File: src/rtl/pattern_seq.sv
// pattern_seq: stitch-start configuration sequencer for the hitomezashi painter.
// Keeps an active copy of the vertical/horizontal stitch-start vectors, which the
// painter sees, and a shadow copy. The host fills the shadow in CHUNKW-bit chunks,
// or an internal LFSR refills it every auto_period frames. The shadow is copied
// into the active registers only on frame_start, so no frame shows a torn pattern.
module pattern_seq #(
  parameter int                VLINES = 40,
  parameter int                HLINES = 30,
  parameter int                CHUNKW = 5,
  parameter logic [VLINES-1:0] V_INIT = '0,
  parameter logic [HLINES-1:0] H_INIT = '0,
  parameter logic [15:0]       SEED   = 16'hACE1
) (
  input  logic              clk,
  input  logic              rst_n,
  input  logic              frame_start,
  input  logic              cfg_valid,
  output logic              cfg_ready,
  input  logic              cfg_sel,
  input  logic [3:0]        cfg_idx,
  input  logic [CHUNKW-1:0] cfg_data,
  input  logic              cfg_commit,
  input  logic [7:0]        auto_period,
  output logic [VLINES-1:0] v_start,
  output logic [HLINES-1:0] h_start,
  output logic              busy,
  output logic              swap
);

  localparam int IDXW  = 4;
  localparam int NV_CH = VLINES / CHUNKW;
  localparam int NH_CH = HLINES / CHUNKW;
  localparam int NCH   = NV_CH + NH_CH;
  localparam int CNTW  = (NCH > 1) ? $clog2(NCH) : 1;

  localparam logic [CNTW-1:0] NV_CH_C  = CNTW'(NV_CH);
  localparam logic [CNTW-1:0] LAST_CNT = CNTW'(NCH - 1);
  localparam logic [15:0]     LFSR_MASK = 16'hB400;

  typedef enum logic [1:0] {
    IDLE = 2'd0,
    RAND = 2'd1,
    PEND = 2'd2
  } state_t;

  state_t            state_q, state_d;
  logic [15:0]       lfsr_q;
  logic [15:0]       lfsr_next;
  logic [CNTW-1:0]   rand_cnt_q;
  logic [CNTW-1:0]   rand_idx;
  logic              rand_is_h;
  logic              rand_last;
  logic [7:0]        frame_cnt_q;
  logic              auto_hit;
  logic              do_swap;
  logic [VLINES-1:0] shadow_v_q;
  logic [HLINES-1:0] shadow_h_q;
  logic [VLINES-1:0] v_start_q;
  logic [HLINES-1:0] h_start_q;
  logic              swap_q;

  // Shadow write port, shared by host writes and the LFSR refill.
  logic              wr_en;
  logic              wr_sel;
  logic [IDXW-1:0]   wr_idx;
  logic [CHUNKW-1:0] wr_data;

  // Chunk data is MSB-first in line order: data[CHUNKW-1] is the lowest line of
  // the chunk, while vector bit i is line i, so the chunk is bit-reversed.
  function automatic logic [CHUNKW-1:0] chunk_lines(input logic [CHUNKW-1:0] d);
    logic [CHUNKW-1:0] r;
    for (int m = 0; m < CHUNKW; m++) begin
      r[m] = d[CHUNKW-1-m];
    end
    return r;
  endfunction

  assign rand_is_h = (rand_cnt_q >= NV_CH_C);
  assign rand_idx  = rand_is_h ? (rand_cnt_q - NV_CH_C) : rand_cnt_q;
  assign rand_last = (rand_cnt_q == LAST_CNT);
  assign auto_hit  = (auto_period != 8'd0) && (frame_cnt_q == auto_period);
  assign do_swap   = (state_q == PEND) && frame_start;

  // Galois right-shift LFSR step.
  assign lfsr_next = {1'b0, lfsr_q[15:1]} ^ (lfsr_q[0] ? LFSR_MASK : 16'h0000);

  // State register.
  // NOTE: sequential state uses non-blocking (<=) so every register samples
  // pre-edge values; blocking (=) here would make results depend on block order.
  always_ff @(posedge clk or negedge rst_n) begin
    if (!rst_n) begin
      state_q <= IDLE;
    end else begin
      state_q <= state_d;
    end
  end

  // Next-state logic: commit beats auto-randomise; RAND always drains into PEND.
  // NOTE: every always_comb output gets a default first, otherwise a path that
  // does not assign it would infer a latch.
  always_comb begin
    state_d = state_q;
    case (state_q)
      IDLE: begin
        if (cfg_commit) begin
          state_d = PEND;
        end else if (auto_hit) begin
          state_d = RAND;
        end
      end
      RAND: begin
        if (rand_last) begin
          state_d = PEND;
        end
      end
      PEND: begin
        if (frame_start) begin
          state_d = IDLE;
        end
      end
      default: state_d = IDLE;
    endcase
  end

  // Output decode: the host port is open only while idle.
  always_comb begin
    cfg_ready = 1'b0;
    busy      = 1'b1;
    case (state_q)
      IDLE: begin
        cfg_ready = 1'b1;
        busy      = 1'b0;
      end
      default: begin
        cfg_ready = 1'b0;
        busy      = 1'b1;
      end
    endcase
  end

  // Shadow write source: LFSR chunk sequence in RAND, host port in IDLE.
  always_comb begin
    wr_en   = 1'b0;
    wr_sel  = cfg_sel;
    wr_idx  = cfg_idx;
    wr_data = cfg_data;
    if (state_q == RAND) begin
      wr_en   = 1'b1;
      wr_sel  = rand_is_h;
      wr_idx  = IDXW'(rand_idx);
      wr_data = lfsr_q[CHUNKW-1:0];
    end else if (state_q == IDLE) begin
      wr_en = cfg_valid;
    end
  end

  // Shadow vectors; an index past the end of the selected vector matches no chunk
  // and the write is silently dropped.
  // NOTE: the shadow is reset like ordinary state (not left as uninitialised
  // storage) so a reset during a refill discards any partially built pattern.
  always_ff @(posedge clk or negedge rst_n) begin
    if (!rst_n) begin
      shadow_v_q <= V_INIT;
      shadow_h_q <= H_INIT;
    end else if (wr_en) begin
      for (int k = 0; k < NV_CH; k++) begin
        if (!wr_sel && (wr_idx == IDXW'(k))) begin
          shadow_v_q[k*CHUNKW +: CHUNKW] <= chunk_lines(wr_data);
        end
      end
      for (int k = 0; k < NH_CH; k++) begin
        if (wr_sel && (wr_idx == IDXW'(k))) begin
          shadow_h_q[k*CHUNKW +: CHUNKW] <= chunk_lines(wr_data);
        end
      end
    end
  end

  // LFSR advances only while it is feeding chunks into the shadow.
  always_ff @(posedge clk or negedge rst_n) begin
    if (!rst_n) begin
      lfsr_q <= SEED;
    end else if (state_q == RAND) begin
      lfsr_q <= lfsr_next;
    end
  end

  // Chunk counter for the refill; parked at zero outside RAND.
  always_ff @(posedge clk or negedge rst_n) begin
    if (!rst_n) begin
      rand_cnt_q <= '0;
    end else if ((state_q == RAND) && !rand_last) begin
      rand_cnt_q <= rand_cnt_q + 1'b1;
    end else begin
      rand_cnt_q <= '0;
    end
  end

  // Frames seen while idle, saturating; restarts whenever a new pattern goes live.
  always_ff @(posedge clk or negedge rst_n) begin
    if (!rst_n) begin
      frame_cnt_q <= 8'd0;
    end else if (do_swap) begin
      frame_cnt_q <= 8'd0;
    end else if ((state_q == IDLE) && frame_start && (frame_cnt_q != 8'hFF)) begin
      frame_cnt_q <= frame_cnt_q + 8'd1;
    end
  end

  // Active vectors and the swap strobe, both updated only at a frame boundary.
  always_ff @(posedge clk or negedge rst_n) begin
    if (!rst_n) begin
      v_start_q <= V_INIT;
      h_start_q <= H_INIT;
      swap_q    <= 1'b0;
    end else begin
      swap_q <= do_swap;
      if (do_swap) begin
        v_start_q <= shadow_v_q;
        h_start_q <= shadow_h_q;
      end
    end
  end

  assign v_start = v_start_q;
  assign h_start = h_start_q;
  assign swap    = swap_q;

endmodule

File: config.mk
export PLATFORM = sky130hd
export DESIGN_NAME = pattern_seq
export DESIGN_NICKNAME = d
export VERILOG_FILES = /design/src/rtl/pattern_seq.sv
export SDC_FILE = /design/constraint.sdc
export NUM_CORES = 1
export LEC_CHECK = 0
export BUFFER_PORTS_ARGS = -buffer_cell sky130_fd_sc_hd__buf_2
export CAP_MARGIN = 40
export CORE_MARGIN = 1.5
export CORE_UTILIZATION = 39
export DETAILED_ROUTE_END_ITERATION = 16
export PLACE_DENSITY_LB_ADDON = 0.05
export SYNTH_ARGS = -nofsm -noshare
export SYNTH_HDL_FRONTEND = slang
export SYNTH_SLANG_ARGS = --single-unit
File: constraint.sdc
create_clock -name clk -period 2.1 [get_ports clk]
set_clock_uncertainty 0.1 [all_clocks]
set_input_delay 0.105 -clock clk [delete_from_list [all_inputs] [get_ports clk]]
set_output_delay 0.105 -clock clk [all_outputs]
set_load 0.03 [all_outputs]
==> Word-level counts from Yosys, hierarchy flattened <==
Index checks and enable logic that the tools add are counted.
{ "classes": {"n_addsub": 3, "n_lt_le_gt_ge": 1, "n_eq_ne": 15, "mux": 17, "bitwise": 1, "n_reduce_logical": 40} }
{ "ops": {"columns": ["op", "count"], "rows": [
  ["2-bit AND reduction", 14],
  ["1-bit logical AND", 19],
  ["4-bit by 3-bit equality test with 1-bit output, second input constant", 4],
  ["16-bit two-way mux", 1],
  ["8-bit two-way mux", 2],
  ["15-bit by 16-bit XOR with 16-bit output", 1],
  ["4-bit two-way mux", 3],
  ["8-bit by 1-bit adder with 8-bit output, second input constant", 1],
  ["4-bit by 2-bit equality test with 1-bit output, second input constant", 2],
  ["8-bit equality test", 1],
  ["2-bit two-way mux", 4],
  ["8-bit inequality test, second input constant", 1],
  ["8-bit nonzero test", 1],
  ["2-bit case mux with 3 select lines", 1],
  ["1-bit two-way mux", 5],
  ["5-bit two-way mux", 1],
  ["4-bit by 1-bit adder with 4-bit output, second input constant", 1],
  ["4-bit by 1-bit equality test with 1-bit output, second input constant", 1],
  ["4-bit equality test, second input constant", 1],
  ["4-bit >= comparator, second input constant", 1],
  ["4-bit zero test", 1],
  ["2-bit inequality test, second input constant", 2],
  ["4-bit subtractor, second input constant", 1],
  ["3-bit inequality test, second input constant", 1],
  ["6 further kinds", 7]
]} }
{ "word_totals": {"ff_bits": 171, "input_bits": 23, "out_inout_bits": 73, "wordCells": 98} }

==> Logic depth before layout (Yosys ltp) <==
Gate-level depths: netlist of the first run.
{ "logic_depth": {"ltp_word": 6, "depth_mapped": 8, "mapped_depth_nobuf": 5} }

==> Worst setup path after synthesis of the first run <==
OpenSTA, ideal clock, no wires.
{ "synth_timing": {"path_kind": "register to register", "from": "register state_q[0]", "to": "register shadow_h_q[0]", "setup_time_ns": 0.125, "t_arrival_ns": 1.785, "t_required_ns": 1.875, "path_slack_ns": 0.091, "stages_incl_launch_ff": 6, "n_path_buf": 0, "synth_period_minus_slack_ns": 2.009, "path_cell_list": "dfrtp_1 or2_4 inv_2 a32oi_2 nor3b_4 mux2_2"} }
{ "synth_between": {"elab_chain_cells": 5, "word_cells_on_any_way": 10, "classes_between": "eq/ne: 1; mux: 5; reduce/logical: 4"} }
{ "synth_lines": {"columns": ["element", "line", "source"], "rows": [
  ["start: declaration", "46", "state_t state_q, state_d;"],
  ["start signal: assignment", "94", "state_q <= state_d;"],
  ["2-bit by 1-bit equality test with 1-bit output", "147", "if (state_q == RAND) begin"],
  ["4-bit two-way mux", "147", null],
  ["4-bit zero test", "172", "if (wr_sel && (wr_idx == IDXW'(k))) begin"],
  ["1-bit logical AND", "172", null],
  ["2-bit AND reduction (no line)", null, null],
  ["end signal: indexed assignment", "173", "shadow_h_q[k*CHUNKW +: CHUNKW] <= chunk_lines(wr_data);"],
  ["end: declaration", "57", "logic [HLINES-1:0] shadow_h_q;"]
]} }
Parallel ways exist; a longest one is shown, timed or not.
A chain may end at the register's enable or synchronous reset.

==> Worst setup path after layout of the first run <==
{ "layout_timing": {"from": "register state_q[1]", "to": "register shadow_v_q[26]"} }
{ "layout_between": {"elab_chain_cells": 5, "word_cells_on_any_way": 11, "classes_between": "eq/ne: 2; mux: 5; reduce/logical: 4"} }
{ "layout_lines": {"columns": ["element", "line", "source"], "rows": [
  ["2-bit by 1-bit equality test with 1-bit output", "147", null],
  ["4-bit two-way mux / 1-bit two-way mux (equally long branches)", "147", null],
  ["4-bit by 3-bit equality test with 1-bit output / 1-bit zero test (equally long branches)", "167", "if (!wr_sel && (wr_idx == IDXW'(k))) begin"],
  ["1-bit logical AND", "167", null],
  ["2-bit AND reduction (no line)", null, null],
  ["end signal: indexed assignment", "168", "shadow_v_q[k*CHUNKW +: CHUNKW] <= chunk_lines(wr_data);"],
  ["end: declaration", "56", "logic [VLINES-1:0] shadow_v_q;"]
]} }
Parallel ways exist; a longest one is shown, timed or not.

==> results of run 1 <==
## critical path, stage by stage (launching register included)
cell	delay (ns)
dfrtp_2	0.46
nand2b_4	0.20
buf_4	0.18
a2bb2oi_4	0.19
nor3_4	0.37
mux2_2	0.39
## layer usage
metal  routed length (um)  vias up  GRT usage (%)
li1                     -     2339              -
met1                 7700     2439           24.8
met2                 7670       86           27.9
met3                  535       10           4.07
met4                  189        0           6.04
met5                    0        -              0
## what timing repair did
item | in CTS | in global routing
hold buffers | 3 | 0
endpoints found under the setup margin | 0 | 10
setup buffers | 0 | 2
endpoints found under the hold margin | 94 | 0
resized for setup | 0 | 1
## cell type report
type	instances	share of cell area, %
Inverter	8	0.347
Clock buffer	22	5.49
Tap cell	229	3.32
Multi-Input combinational cell	441	31.4
Timing Repair Buffer	123	8.82
Clock inverter	9	1.01
Sequential cell	171	49.6
## path summary, 6_finish.rpt
| kind | to | slack [ns] |
|---|---|---|
| max in group asynchronous | lfsr_q[5]$_DFFE_PN1P_ | 1.06 |
| min reg2reg | lfsr_q[5]$_DFFE_PN1P_ | 0.36 |
| min in group asynchronous | frame_cnt_q[0]$_DFFE_PN0P_ | 0.10 |
| min | state_q[0]$_DFFE_PN0P_ | 0.06 |
| max reg2reg | shadow_v_q[26]$_DFFE_PN0P_ | 0.09 |
| max | shadow_v_q[26]$_DFFE_PN0P_ | 0.09 |
## layout by cell type, fill, tap and decap left out, types with 5 or more instances in the layout
cell type,instances
buf_12,5
buf_2,94
buf_4,20
clkbuf_16,17
dfrtp_1,162
dfstp_2,8
inv_1,6
mux2_2,67
nand2_1,267
nand3_1,12
nor2_1,10
o21ai_0,6
xnor2_1,5
xor2_1,10
## cells by family after synthesis
logic type               after synthesis
adder cells (fa/ha/maj)                4
multiplexers                          72
AO/OA/AOI/OAI                         28
XOR/XNOR                              15
buffers and inverters                 38
AND/OR/NAND/NOR                      322
flip-flops                           171
## power by group
part | internal, mW | switching (mW) | leakage [nW]
combinational | 0.829 | 1.67 | 2.03
sequential | 4.04 | 0.432 | 2.21
clock | 1.73 | 1.28 | 0.277
## sequential cells by signal (all words and copies together), names as in the netlist
name,cells
rand_cnt_q,4
h_start,30
shadow_h_q,30
v_start,40
lfsr_q,16
swap,1
state_q,2
frame_cnt_q,8
shadow_v_q,40
## cell usage after synthesis (all sizes together) (7+ instances only)
cell	instances	area share, %
nand2	268	14
dfrtp	163	57
mux2	70	11
buf	15	1.0
clkbuf	15	0.93
nand3	12	0.84
nor2	10	0.52
xor2	10	1.2
dfstp	8	2.9
inv	8	0.42
o21ai	7	0.49
## metrics by stage
step,utilization [%],std cells,worst slack [ns]
3_3_place_gp,44.7,967,0.0880
3_5_place_dp,44.7,967,0.0701
2_1_floorplan,-,650,0.0908
6_report,48.1,1003,0.0891
5_1_grt,48.1,1003,0.0164
4_1_cts,48.0,1001,0.0552
==> impl_metrics.ini, run 1 <==
[worst_hold_path]
hold_depth = 5
worstHoldStart = auto_period[5]
hold_path_class = input port to flop

[yosys]
seq_area_frac_synth_pct = 59.8
synth_compound_area_share_pct = 3.35
syn_area_sq_mm = 0.00717
synthMuxAreaShare_pct = 11.7
synthAdderAreaFrac_pct = 0.698
synth_top_family_by_area = simple AND/OR/NAND/NOR gates
yosys.area_share.simple_pct = 20.2
synth-xor-area-share_pct = 1.83
syn_area_per_cell_sq_um = 11.0
syn-num-nets = 677
ys_ff_latch = 171
ys_types = 52
ys_dominant_reg_cell = dfrtp_1
synthCells = 650
synthArstFlopShare_pct = 100
ys.warnings.count = 0
synth_edf_count = 0

[setup_path]
cp.arrival_ns = 2.21
ff2ff_path_depth = 5
setup.worst_path.start = state_q[1]$_DFFE_PN0P_
critical_path_class = flop to flop
critical_path.endpoint_type = flop
startpoint_type = flop
cp_data_required_time_ns = 2.30
reg2reg_from = state_q[1]$_DFFE_PN0P_
critPathMaxFanout = 7

[grt]
grt_pass1_vias = 5013
grt_pass1_wl_um = 26900
overflow = 0
grt_max_degree = 67
grt_use_total_pct = 17.9
antenna_found_initial = 0

[detailed_routing]
post-route-drc-count = 0
wl_um = 16100
ant_nets = 0
viasPerCell = 4.86
num_vias = 4874
avgRoutedWirePerCell_um = 16.0
dr.pass1.iters = 4
drtIter0Drc = 184

[layout]
fillers = 1684
register_area_sq_mm = 0.00429
final_layout_size_suffix_gt1_share_pct = 32.7
multi_input_area_sq_mm = 0.00271
fin_area_sq_mm = 0.00864
antenna-diode-count = 0
area.growth.synth_to_final_pct = 20.6
fin_nets = 789

[timing]
relSlewSlack_pct = 63.9
hold_ws_ns = 0.0627
final_max_slew_viol_count = 0
finalHoldViolations = 0
finalSetupTns_ns = 0
fmax_ghz = 0.497
finalCritPeriodShare_pct = 95.8
tightest_slew_ns = 0.530
setup_viol = 0
rsz0062_at_grt = no
min_period_ns = 2.01

[place]
postPlaceCellArea_sq_mm = 0.00803
io_buffers = 95
routabilityCongestion = 0.814
dp.final_hpwl_um = 10900

[clock_network]
cts_root_buf = clkbuf_16
cts_buffers = 17
clkSlewWorstSetupHoldPaths_ns = 0.07
cts_tree = yes
clkSinkCount = 171
h-tree-depth = 4
clk_latency_ns = 0.42
cts_buffer_depth = 2

[pwr]
power_mw = 9.97
ir_drop_mv = 0.602
power.density_mw_per_mm2 = 1150
total_leakage_power_nw = 4.52

[die]
start_util_pct = 39.9
die_y_um = 139
die_w_um = 139
coreArea_sq_mm = 0.0180
row_count = 49
top_level_ports = 96
die_area_sq_mm = 0.0192

[flow_run]
maxCapViolations = 0

[status]
outcome = finished, final reports clean
Note: power is estimated with default switching activity, not from simulation.
==> run 2: changes to the inputs <==
--- a/config.mk
+++ b/config.mk
@@ -7,9 +7,10 @@
 export LEC_CHECK = 0
 export BUFFER_PORTS_ARGS = -buffer_cell sky130_fd_sc_hd__buf_2
 export CAP_MARGIN = 40
-export CORE_MARGIN = 1.5
+export CORE_MARGIN = 8
 export CORE_UTILIZATION = 39
 export DETAILED_ROUTE_END_ITERATION = 16
+export HOLD_SLACK_MARGIN = 0.1
 export PLACE_DENSITY_LB_ADDON = 0.05
 export SYNTH_ARGS = -nofsm -noshare
 export SYNTH_HDL_FRONTEND = slang
==> impl_metrics.ini, run 2 (same netlist as run 1, synthesis figures left out) <==
[die]
start_util_pct = 39.8
die_y_um = 152
row_count = 49
die_w_um = 152
top_level_ports = 96
coreArea_sq_mm = 0.0180
die_area_sq_mm = 0.0230

[timing]
relSlewSlack_pct = 44.3
fin_ws_ns = 0.0961
tightest_slew_ns = 0.833
min_period_ns = 2.00
setup_viol = 0
finalHoldViolations = 0
rsz0062_at_grt = no
final_max_slew_viol_count = 0
fmax_ghz = 0.499
finalCritPeriodShare_pct = 95.4

[layout]
fin_area_sq_mm = 0.00875
antenna-diode-count = 0
final_layout_size_suffix_gt1_share_pct = 33.4
fin_nets = 796
final_common_cell = nand2_1
area.growth.synth_to_final_pct = 22.0
finalNonFillerCells = 1010
fin_util_pct = 48.5
final_cell_mix = nand2_1, dfrtp_1, buf_2, mux2_2, buf_4

[detailed_routing]
dr.pass1.iters = 4
num_vias = 4866
drtIter0Drc = 220
wl_um = 16800
viasPerCell = 4.82
ant_nets = 0
post-route-drc-count = 0
avgRoutedWirePerCell_um = 16.6

[grt]
grt_pass1_vias = 5078
grt_pass1_wl_um = 27400
overflow = 0
antenna_found_initial = 0
grt_use_total_pct = 15.6
grt_max_degree = 65

[place]
io_buffers = 95
postPlaceCellArea_sq_mm = 0.00802
routabilityCongestion = 0.770
dp_cells = 969
dpl_worst_slack_ns = -0.0120
dp.final_hpwl_um = 11300

[clock_network]
cts_tree = yes
cts_buffers = 17
clk_latency_ns = 0.42
clkSlewWorstSetupHoldPaths_ns = 0.06
cts_root_buf = clkbuf_16
h-tree-depth = 4
clkSinkCount = 171
cts_buffer_depth = 2

[worst_hold_path]
hold_path_class = input port to flop

[status]
outcome = finished, final reports clean

[setup_path]
critical_path.endpoint_type = flop
cpPeakStageDelay_ns = 0.46
critical_path_class = flop to flop
cp_data_required_time_ns = 2.31
cp.arrival_ns = 2.21
worst_path_max_delay_cell = dfrtp_2
crit_chain = or2_4 -> inv_2 -> a32o_1 -> nand3_1 -> mux2_2
critPathMaxFanout = 8
startpoint_type = flop

[flow_run]
maxCapViolations = 0

[pwr]
ir_drop_mv = 0.592
p_sw_mw = 3.41
swShare_pct = 33.6
total_leakage_power_nw = 4.56
p_clk_share_pct = 31.2
power.density_mw_per_mm2 = 1160
combPwrFrac_pct = 24.9
seqPwrFrac_pct = 43.9
p_int_mw = 6.75
==> run 2: changes by cell type in the layout (fill, tap and decap cells not counted), sizes merged <==
cell / previous run / this run
buf: 120 / 123
bufinv: 1 / 2
dlygate4sd3: 3 / 7
clkbuf: 22 / 21
==> run 2: per-layer routing <==
| metal | up-vias | global-route usage (%) | share of wire, % |
|---|---|---|---|
| met5 | - | 0 | 0 |
| met4 | 0 | 4.36 | 1.1 |
| met3 | 15 | 4.16 | 4.4 |
| met2 | 76 | 24.3 | 46 |
| met1 | 2420 | 20.9 | 49 |
| li1 | 2355 | - | - |
==> run 2: power by group through the flow <==
| stage | logic (mW) | clock network, mW | registers, mW |
|---|---|---|---|
| after CTS | 2.59 | 3.25 | 4.47 |
| after global placement | 2.53 | 0 | 4.51 |
| final | 2.53 | 3.16 | 4.46 |
| after detailed placement | 2.57 | 0 | 4.52 |
| after global routing | 2.76 | 3.39 | 4.57 |
| after floorplan | 0.877 | 0 | 5.29 |
==> run 2: stage by stage <==
| stage | hold WS, ns | power [mW] | setup TNS [ns] |
|---|---|---|---|
| floorplan | -0.291 | 6.17 | 0 |
| global placement | -0.113 | 7.04 | 0 |
| detailed placement | -0.105 | 7.08 | -0.0260 |
| CTS | 0.100 | 10.3 | 0 |
| global route | 0.116 | 10.7 | 0 |
| finish | 0.118 | 10.2 | 0 |
==> run 2: cell type report <==
cell class	count	area (sq um)
tap	229	287
clock inverter	10	114
fill	1701	9280
clock buffer	21	480
sequential	171	4290
inverter	8	30.0
multi-input combinational	441	2740
timing repair buffer	130	812
==> run 2: what timing repair did <==
action	4_1_cts	5_1_grt
setup endpoints to repair	10	20
pin swaps	1	3
hold buffers	7	0
buffers inserted	0	3
gates resized for setup	2	3
endpoints found under the hold margin	175	0
==> run 2: worst paths after layout <==
path	start	to	slack [ns]	cells past startpoint
min in group asynchronous	rst_n	lfsr_q[11]$_DFFE_PN1P_	0.16	2
min reg2reg	lfsr_q[6]$_DFFE_PN1P_	lfsr_q[5]$_DFFE_PN1P_	0.35	2
min	auto_period[2]	state_q[0]$_DFFE_PN0P_	0.12	4
max reg2reg	state_q[0]$_DFFE_PN0P_	shadow_h_q[15]$_DFFE_PN0P_	0.1	5
max	state_q[0]$_DFFE_PN0P_	shadow_h_q[15]$_DFFE_PN0P_	0.1	5
max in group asynchronous	rst_n	v_start[16]$_DFFE_PN0P_	0.48	3
==> run 2: worst max-delay path, delay by kind of cell (launching register included) <==
kind	cells	cell delay, ns
multiplexers	1	0.36
AO/OA/AOI/OAI	1	0.27
flip-flops	1	0.46
buffers and inverters	1	0.15
AND/OR/NAND/NOR	2	0.55
